===== config.mk =====
export PLATFORM = sky130hd
export DESIGN_NAME = csi2_vc_demux
export DESIGN_NICKNAME = d
export VERILOG_FILES = /design/src/rtl/csi2_vc_demux.sv
export SDC_FILE = /design/constraint.sdc
export NUM_CORES = 1
export LEC_CHECK = 0
export ABC_AREA = 1
export ABC_CLOCK_PERIOD_IN_PS = 6400
export BUFFER_PORTS_ARGS = -buffer_cell sky130_fd_sc_hd__buf_2
export CORE_MARGIN = 3
export CORE_UTILIZATION = 45
export DETAILED_ROUTE_END_ITERATION = 10
export GPL_ROUTABILITY_DRIVEN = 0
export PLACE_DENSITY = 0.66
export SLEW_MARGIN = 30
export SYNTH_ARGS = -nofsm -noshare
export SYNTH_HDL_FRONTEND = slang
export SYNTH_SLANG_ARGS = --single-unit
export TNS_END_PERCENT = 1

===== constraint.sdc =====
create_clock -name clk_byte_fr_i -period 6.4 [get_ports clk_byte_fr_i]
set_clock_uncertainty 0.15 [all_clocks]
set_input_delay 1.28 -clock clk_byte_fr_i [delete_from_list [all_inputs] [get_ports clk_byte_fr_i]]
set_output_delay 1.28 -clock clk_byte_fr_i [all_outputs]
set_load 0.01 [all_outputs]

===== src/rtl/csi2_vc_demux.sv =====
// CSI-2 RX virtual-channel demultiplexer: parses packet headers from the aligned
// D-PHY byte stream, routes payload bytes per VC with byte enables and drops the CRC.
module csi2_vc_demux #(
    parameter int         LANE_COUNT = 4,
    parameter logic [3:0] VC_EN      = 4'hF,
    localparam int        DW         = 8 * LANE_COUNT
) (
    input  logic                  clk_byte_fr_i,
    input  logic                  reset_byte_fr_n_i,
    input  logic [DW-1:0]         data_i,
    input  logic                  valid_i,
    input  logic                  sot_i,
    output logic                  sp_en_o,
    output logic                  lp_en_o,
    output logic [1:0]            vc_o,
    output logic [5:0]            dt_o,
    output logic [15:0]           wc_o,
    output logic [7:0]            ecc_o,
    output logic [DW-1:0]         pl_data_o,
    output logic [LANE_COUNT-1:0] pl_be_o,
    output logic                  pl_valid_o,
    output logic [3:0]            frame_active_o,
    output logic                  err_trunc_o,
    output logic                  err_fe_o
);

    typedef enum logic [1:0] {IDLE, HDR, BODY} state_t;

    state_t                state, next_state;
    logic [31:0]           hdr_buf, next_hdr_buf, hdr_word;
    logic [2:0]            hdr_cnt, next_hdr_cnt, hdr_cnt_new;
    logic [16:0]           rem, next_rem, take, pay;
    logic                  start, hdr_beat, body_beat, decode, is_short, pl_ok;
    logic [LANE_COUNT-1:0] be;

    // A sot beat always restarts header collection, whatever state we are in.
    assign start     = valid_i && sot_i;
    assign hdr_beat  = start || (valid_i && state == HDR);
    assign body_beat = valid_i && !sot_i && state == BODY;

    always_comb begin
        if (start) begin
            hdr_word    = 32'(data_i);
            hdr_cnt_new = 3'(LANE_COUNT);
        end else begin
            hdr_word    = hdr_buf | (32'(data_i) << {hdr_cnt, 3'b000});
            hdr_cnt_new = hdr_cnt + 3'(LANE_COUNT);
        end
    end

    assign decode   = hdr_beat && hdr_cnt_new == 3'd4;
    assign is_short = hdr_word[5:0] <= 6'h0F;

    // rem counts payload plus the two CRC bytes; payload is whatever lies above the last two.
    always_comb begin
        take = (rem < 17'(LANE_COUNT)) ? rem : 17'(LANE_COUNT);
        pay  = '0;
        if (rem > 17'd2)
            pay = ((rem - 17'd2) < take) ? (rem - 17'd2) : take;
        be = '0;
        for (int i = 0; i < LANE_COUNT; i++)
            be[i] = 17'(i) < pay;
        pl_ok = body_beat && pay != '0 && VC_EN[vc_o];
    end

    always_comb begin
        next_state   = state;
        next_hdr_buf = hdr_buf;
        next_hdr_cnt = hdr_cnt;
        next_rem     = rem;
        if (hdr_beat) begin
            next_hdr_buf = hdr_word;
            next_hdr_cnt = hdr_cnt_new;
            next_state   = HDR;
            if (decode) begin
                next_hdr_cnt = '0;
                if (is_short) begin
                    next_state = IDLE;
                end else begin
                    next_state = BODY;
                    next_rem   = {1'b0, hdr_word[23:8]} + 17'd2;
                end
            end
        end else if (body_beat) begin
            next_rem = rem - take;
            if (rem == take)
                next_state = IDLE;
        end
    end

    always_ff @(posedge clk_byte_fr_i) begin
        if (!reset_byte_fr_n_i) begin
            state   <= IDLE;
            hdr_buf <= '0;
            hdr_cnt <= '0;
            rem     <= '0;
        end else begin
            state   <= next_state;
            hdr_buf <= next_hdr_buf;
            hdr_cnt <= next_hdr_cnt;
            rem     <= next_rem;
        end
    end

    always_ff @(posedge clk_byte_fr_i) begin
        if (!reset_byte_fr_n_i) begin
            sp_en_o        <= 1'b0;
            lp_en_o        <= 1'b0;
            vc_o           <= '0;
            dt_o           <= '0;
            wc_o           <= '0;
            ecc_o          <= '0;
            pl_data_o      <= '0;
            pl_be_o        <= '0;
            pl_valid_o     <= 1'b0;
            frame_active_o <= '0;
            err_trunc_o    <= 1'b0;
            err_fe_o       <= 1'b0;
        end else begin
            sp_en_o     <= decode && is_short;
            lp_en_o     <= decode && !is_short;
            err_trunc_o <= start && state != IDLE;
            err_fe_o    <= 1'b0;
            pl_valid_o  <= pl_ok;
            pl_be_o     <= pl_ok ? be : '0;
            if (body_beat)
                pl_data_o <= data_i;
            if (decode) begin
                vc_o  <= hdr_word[7:6];
                dt_o  <= hdr_word[5:0];
                wc_o  <= hdr_word[23:8];
                ecc_o <= hdr_word[31:24];
            end
            // FS sets the VC's frame bit; FE clears it, or flags an error if no frame was open.
            if (decode && is_short) begin
                if (hdr_word[5:0] == 6'h00) begin
                    frame_active_o[hdr_word[7:6]] <= 1'b1;
                end else if (hdr_word[5:0] == 6'h01) begin
                    if (frame_active_o[hdr_word[7:6]])
                        frame_active_o[hdr_word[7:6]] <= 1'b0;
                    else
                        err_fe_o <= 1'b1;
                end
            end
        end
    end

endmodule


# Word-level counts from Yosys, hierarchy flattened
# Index checks and enable logic that the tools add are counted.
# Widths: inputs -> output; s select.
[op_classes] addsub=4 order_cmp=11 n_eq_ne=7 shift=1 n_mux=25 bitwise_logic=7 n_reduce_logical=26
[op_table] op="$mux 17" count=7
[op_table] op="$lt 1x17->1 const A" count=2
[op_table] op="$lt 2x17->1 const A" count=2
[op_table] op="$mux 32" count=1
[op_table] op="$or 32x32->32" count=1
[op_table] op="$shl 32x6->32" count=1
[op_table] op="$add 16x2->17 const B" count=1
[op_table] op="$eq 17x17->1" count=1
[op_table] op="$gt 17x2->1 const B" count=1
[op_table] op="$lt 17x17->1" count=1
[op_table] op="$lt 17x3->1 const B" count=1
[op_table] op="$reduce_bool 17->1" count=1
[op_table] op="$sub 17x17->17" count=1
[op_table] op="$sub 17x2->17 const B" count=1
[op_table] op="$mux 4" count=3
[op_table] op="$logic_and 1x1->1" count=11
[op_table] op="$mux 2" count=5
[op_table] op="$reduce_bool 2->1" count=5
[op_table] op="$eq 6x1->1 const B" count=1
[op_table] op="$le 6x4->1 const B" count=1
[op_table] op="$logic_not 6->1" count=1
[op_table] op="$lt 2x3->1 const B" count=2
[op_table] op="$mux 3" count=2
[op_table] op="$reduce_and 3->1" count=2
[op_table] op="18 further kinds" count=26
[totals] register_bits=131 inputBits=36 output_inout_bits=77 wordCells=97

# Depth between registers and ports, before layout
[depth] word_depth=12 depth_mapped=23 ltp_nobuf=23

# Worst setup path after synthesis
# OpenSTA, ideal clock, no wires.
[synth_path] path_kind="input-to-reg" from="in sot_i" to="reg rem[15]" setup_ps=117 arrival_time_ps=2850 required_ps=6133 path_slack_ps=3283 stages=17 n_path_buf=2 path_cell_list="nand2_1 > inv_1 > buf_4 > buf_6 > nor2_1 > nand2_1 > o21ai_2 > inv_2 > ha_1 > nand2_1 > nor2_4 > nand3_2 > clkinv_1 > nand3_1 > nand3_1 > nor2_1 > nor2_1"
[synth_via] elab_chain_len=6
[synth_lines] element="from (decl)" line_no="12" source="input logic sot_i,"
[synth_lines] element="$logic_and 1x1->1" line_no="37" source="assign start = valid_i && sot_i;"
[synth_lines] element="$mux 32" line_no="42" source="if (start) begin"
[synth_lines] element="net hdr_word[9]" line_no="30" source="logic [31:0] hdr_buf, next_hdr_buf, hdr_word;"
[synth_lines] element="$add 16x2->17" line_no="81" source="next_rem = {1'b0, hdr_word[23:8]} + 17'd2;"
[synth_lines] element="$mux 17" line_no="77" source="if (is_short) begin"
[synth_lines] element="$mux 17" line_no="75" source="if (decode) begin"
[synth_lines] element="$mux 17" line_no="71" source="if (hdr_beat) begin"
[synth_lines] element="to (signal assigned)" line_no="101" source="rem <= next_rem;"
[synth_lines] element="to (decl)" line_no="32" source="logic [16:0] rem, next_rem, take, pay;"
# The timed path passes the listed nets, and every way through them passes these cells. The select of a mux whose other input is x is not followed.
# A chain may end at the register's enable or synchronous reset.

# Worst setup path after layout
[layout_path] from="in valid_i" to="reg rem[9]"
[layout_via] elab_chain_len=6
[layout_lines] element="from (decl)" line_no="11" source="input logic valid_i,"
[layout_lines] element="$logic_and 1x1->1" line_no="37"
[layout_lines] element="$mux 32" line_no="42"
[layout_lines] element="net hdr_word[10]" line_no="30"
[layout_lines] element="$add 16x2->17" line_no="81"
[layout_lines] element="$mux 17" line_no="77"
[layout_lines] element="$mux 17" line_no="75"
[layout_lines] element="$mux 17" line_no="71"
# The timed path passes the listed nets, and every way through them passes these cells. The select of a mux whose other input is x is not followed.

==> impl_results.md <==
- DRC: 0
- Via count: 7491
- Worst setup SP type: primary input
- Total GRT Usage: 24.5%
- Rows: 46
- Setup violations, final: 0
- Final net count: 1252
- Post-CTS Hold Buffers: 0
- Fin crit period: 3.66 ns
- Ant. Diodes: 0
- Critical Path Sink Type: register
- Starting Density: 46.1%
- Syn avg cell area: 6.63 um2
- Final Util: 54.0%
- Internal power: 1.65 mW
- # port buffers: 112
- Status: finished, final reports clean
- Root buffer cell: clkbuf_16
- Worst Hold Class: register to register
- Net Switching: 0.753 mW
- Total negative slack: 0 ns
- Total power: 2.40 mW
- Worst-margin pin slew: 0.893 ns
- Slew HR: 40.5%
- Area leader, netlist: dfxtp_1
- FILL cells: 1661
- Drt wl/cell: 15.1 um
- Initial antenna violation count: 0
- Layout cells sized above 1: 16.6%
- Register share of total power: 37.5%
- CTS tree: done
- Cell Area, Synth: 7320 um2
- Initial DRC Count: 554
- Synth unique cells: 43
- Data arrival, critical path: 3.86 ns
- I/O pins: 113
- Clock tree buffer depth: 2
- DRT antenna net count: 0
- Slew Viols, Final: 0
- Sequential fraction of the synthesis area: 35.8%
- Largest net degree at the start of global routing: 112
- Vias in the first global route: 6855
- Cell area after placement: 7970 um2
- Sw Share: 31.4%
- Full die area: 17800 um2
- Sinks on the clock net: 131
- Max Cap Violations: 0
- WS Path Type: primary input to register
- RSZ-0062 raised after global routing: false
- Fin. Hold Viols: 0
- Area delta synth->final: 17.1%
- Post-CTS setup buffer count: 0
- P per Cell Area: 280 nW/um2
- Fmax: 0.273 GHz
- WHS: 0.321 ns
- Synth top area cells: dfxtp_1 36%, nand2_1 11%, o21ai_0 9.9%, a21oi_1 8.1%, nor2_1 6.7%
- Congestion Overflow GR: 0
- Vias per Instance: 5.25
- Comb pwr share: 21.4%
- Leakage Power: 4.17 nW
- Chip height: 134 um
- Post-Route WL: 21600 um
- Crit path max fanout: 34
- Final instance area: 8580 um2
- Clk_lat worst skew: 0.42 ns
- Fin crit share: 57.2%
- 1st-pass router iterations: 5
- Share of the synthesized area in the top cell type: 35.8%
- First-pass GRT wire length: 35600 um
- Die width: 134 um
- Synth Instances: 1104
- Highest ir drop seen on vdd: 164 uV
- Core Region: 15900 um2
- CTS resizes: 0
- Clk pwr share: 41.1%
- Synth warn: 0
- DP HPWL: 15600 um
- Post-synthesis register bit count: 131
- Clk slew on worst S/H paths: 0.06 ns
- CTS buffer count: 17
- Worst EP required: 6.59 ns
- Htree depth: 4
## power by group through the flow
stage          Sequential [mW]  Combinational (mW)  Clock (mW)
2_1_floorplan            0.917               0.370           0
3_3_place_gp             0.918               0.505           0
3_5_place_dp             0.917               0.511           0
4_1_cts                  0.901               0.515       0.996
5_1_grt                  0.908               0.593        1.04
6_report                 0.901               0.514       0.986
## Yosys cell counts (all sizes together)
cell type,count
nand2,223
o21ai,163
nor2,146
dfxtp,131
a21oi,123
inv,109
nand3,65
clkbuf,31
buf,26
ha,18
nor3,14
nand4,12
o211ai,7
a31oi,6
a211oi,5
o22ai,5
o21bai,4
nand3b,3
a21o,2
clkinv,2
nor4,2
xor2,2
a21boi,1
and2,1
and3,1
conb,1
o31ai,1
## flip-flops by register name, summed over array words and instances, names as in the netlist, named ones only
| name | cells |
|---|---|
| state | 2 |
| pl_data_o | 32 |
| pl_be_o | 4 |
| rem | 17 |
| vc_o | 2 |
| err_trunc_o | 1 |
| ecc_o | 8 |
| lp_en_o | 1 |
| sp_en_o | 1 |
| hdr_buf | 32 |
| err_fe_o | 1 |
| hdr_cnt | 3 |
| dt_o | 6 |
| pl_valid_o | 1 |
| wc_o | 16 |
## per-layer routing
metal	track usage (%)	wire, um	vias up
li1	-	-	3840
met1	33.9	9820	3386
met2	39.2	10100	236
met3	4.27	1200	29
met4	7.54	473	0
met5	0	0	-
## cell type report
| cell class | count | area, um2 | area share (%) |
|---|---|---|---|
| clock buffer | 21 | 480 | 5.60 |
| multi-input combinational | 819 | 4050 | 47.2 |
| inverter | 111 | 417 | 4.86 |
| sequential | 131 | 2620 | 30.6 |
| tap | 216 | 270 | 3.15 |
| clock inverter | 11 | 126 | 1.47 |
| timing repair buffer | 118 | 609 | 7.10 |
## per-stage QoR
stage,worst slack (ns),std cells
after detailed placement,2.26,1395
after floorplan,3.28,1118
after global routing,2.48,1427
final,2.74,1427
after global placement,2.36,1395
after CTS,2.65,1427
## logic make-up after synthesis
kind of cell | count (synthesis) | share of synthesized area, %
other | 1 | 0.0512
AND/OR/NAND/NOR | 467 | 27.6
adder cells (fa/ha/maj) | 18 | 3.07
buffers and inverters | 168 | 9.67
AO/OA/AOI/OAI | 317 | 23.6
XOR/XNOR | 2 | 0.239
flip-flops | 131 | 35.8
## placed cells by master (no fill, tap or decap), drive strengths merged, types with 4 or more instances in the layout
cell type and count:
a211oi 5, a21oi 123, a31oi 6, buf 118, clkbuf 21, clkinv 6
clkinvlp 4, conb 15, dfxtp 131, ha 18, inv 110, nand2 223
nand3 65, nand4 12, nor2 146, nor3 14, o211ai 7, o21ai 163
o21bai 4, o22ai 5
## critical path, cell delays in order
cell and delay (ns):
buf_2 0.09, nand2_1 0.10, buf_4 0.26, inv_1 0.34, buf_4 0.43, nor2_1 0.13, a21oi_4 0.22, ha_1 0.20
nand2_1 0.11, nor2_4 0.19, nand3_2 0.11, o21ai_1 0.14, nand3_1 0.08, a21oi_1 0.14
## path summary, 6_finish.rpt
check,from,to,slack [ns],depth (start not counted)
max,valid_i,rem[9]$_SDFFE_PN0P_,2.74,14
min,hdr_buf[21]$_SDFFE_PN0N_,hdr_buf[21]$_SDFFE_PN0N_,0.32,2
max reg2reg,hdr_cnt[2]$_SDFFE_PN0N_,rem[13]$_SDFFE_PN0P_,3.10,11
min reg2reg,hdr_buf[21]$_SDFFE_PN0N_,hdr_buf[21]$_SDFFE_PN0N_,0.32,2
No activity file was read; power rests on OpenSTA's default activity.
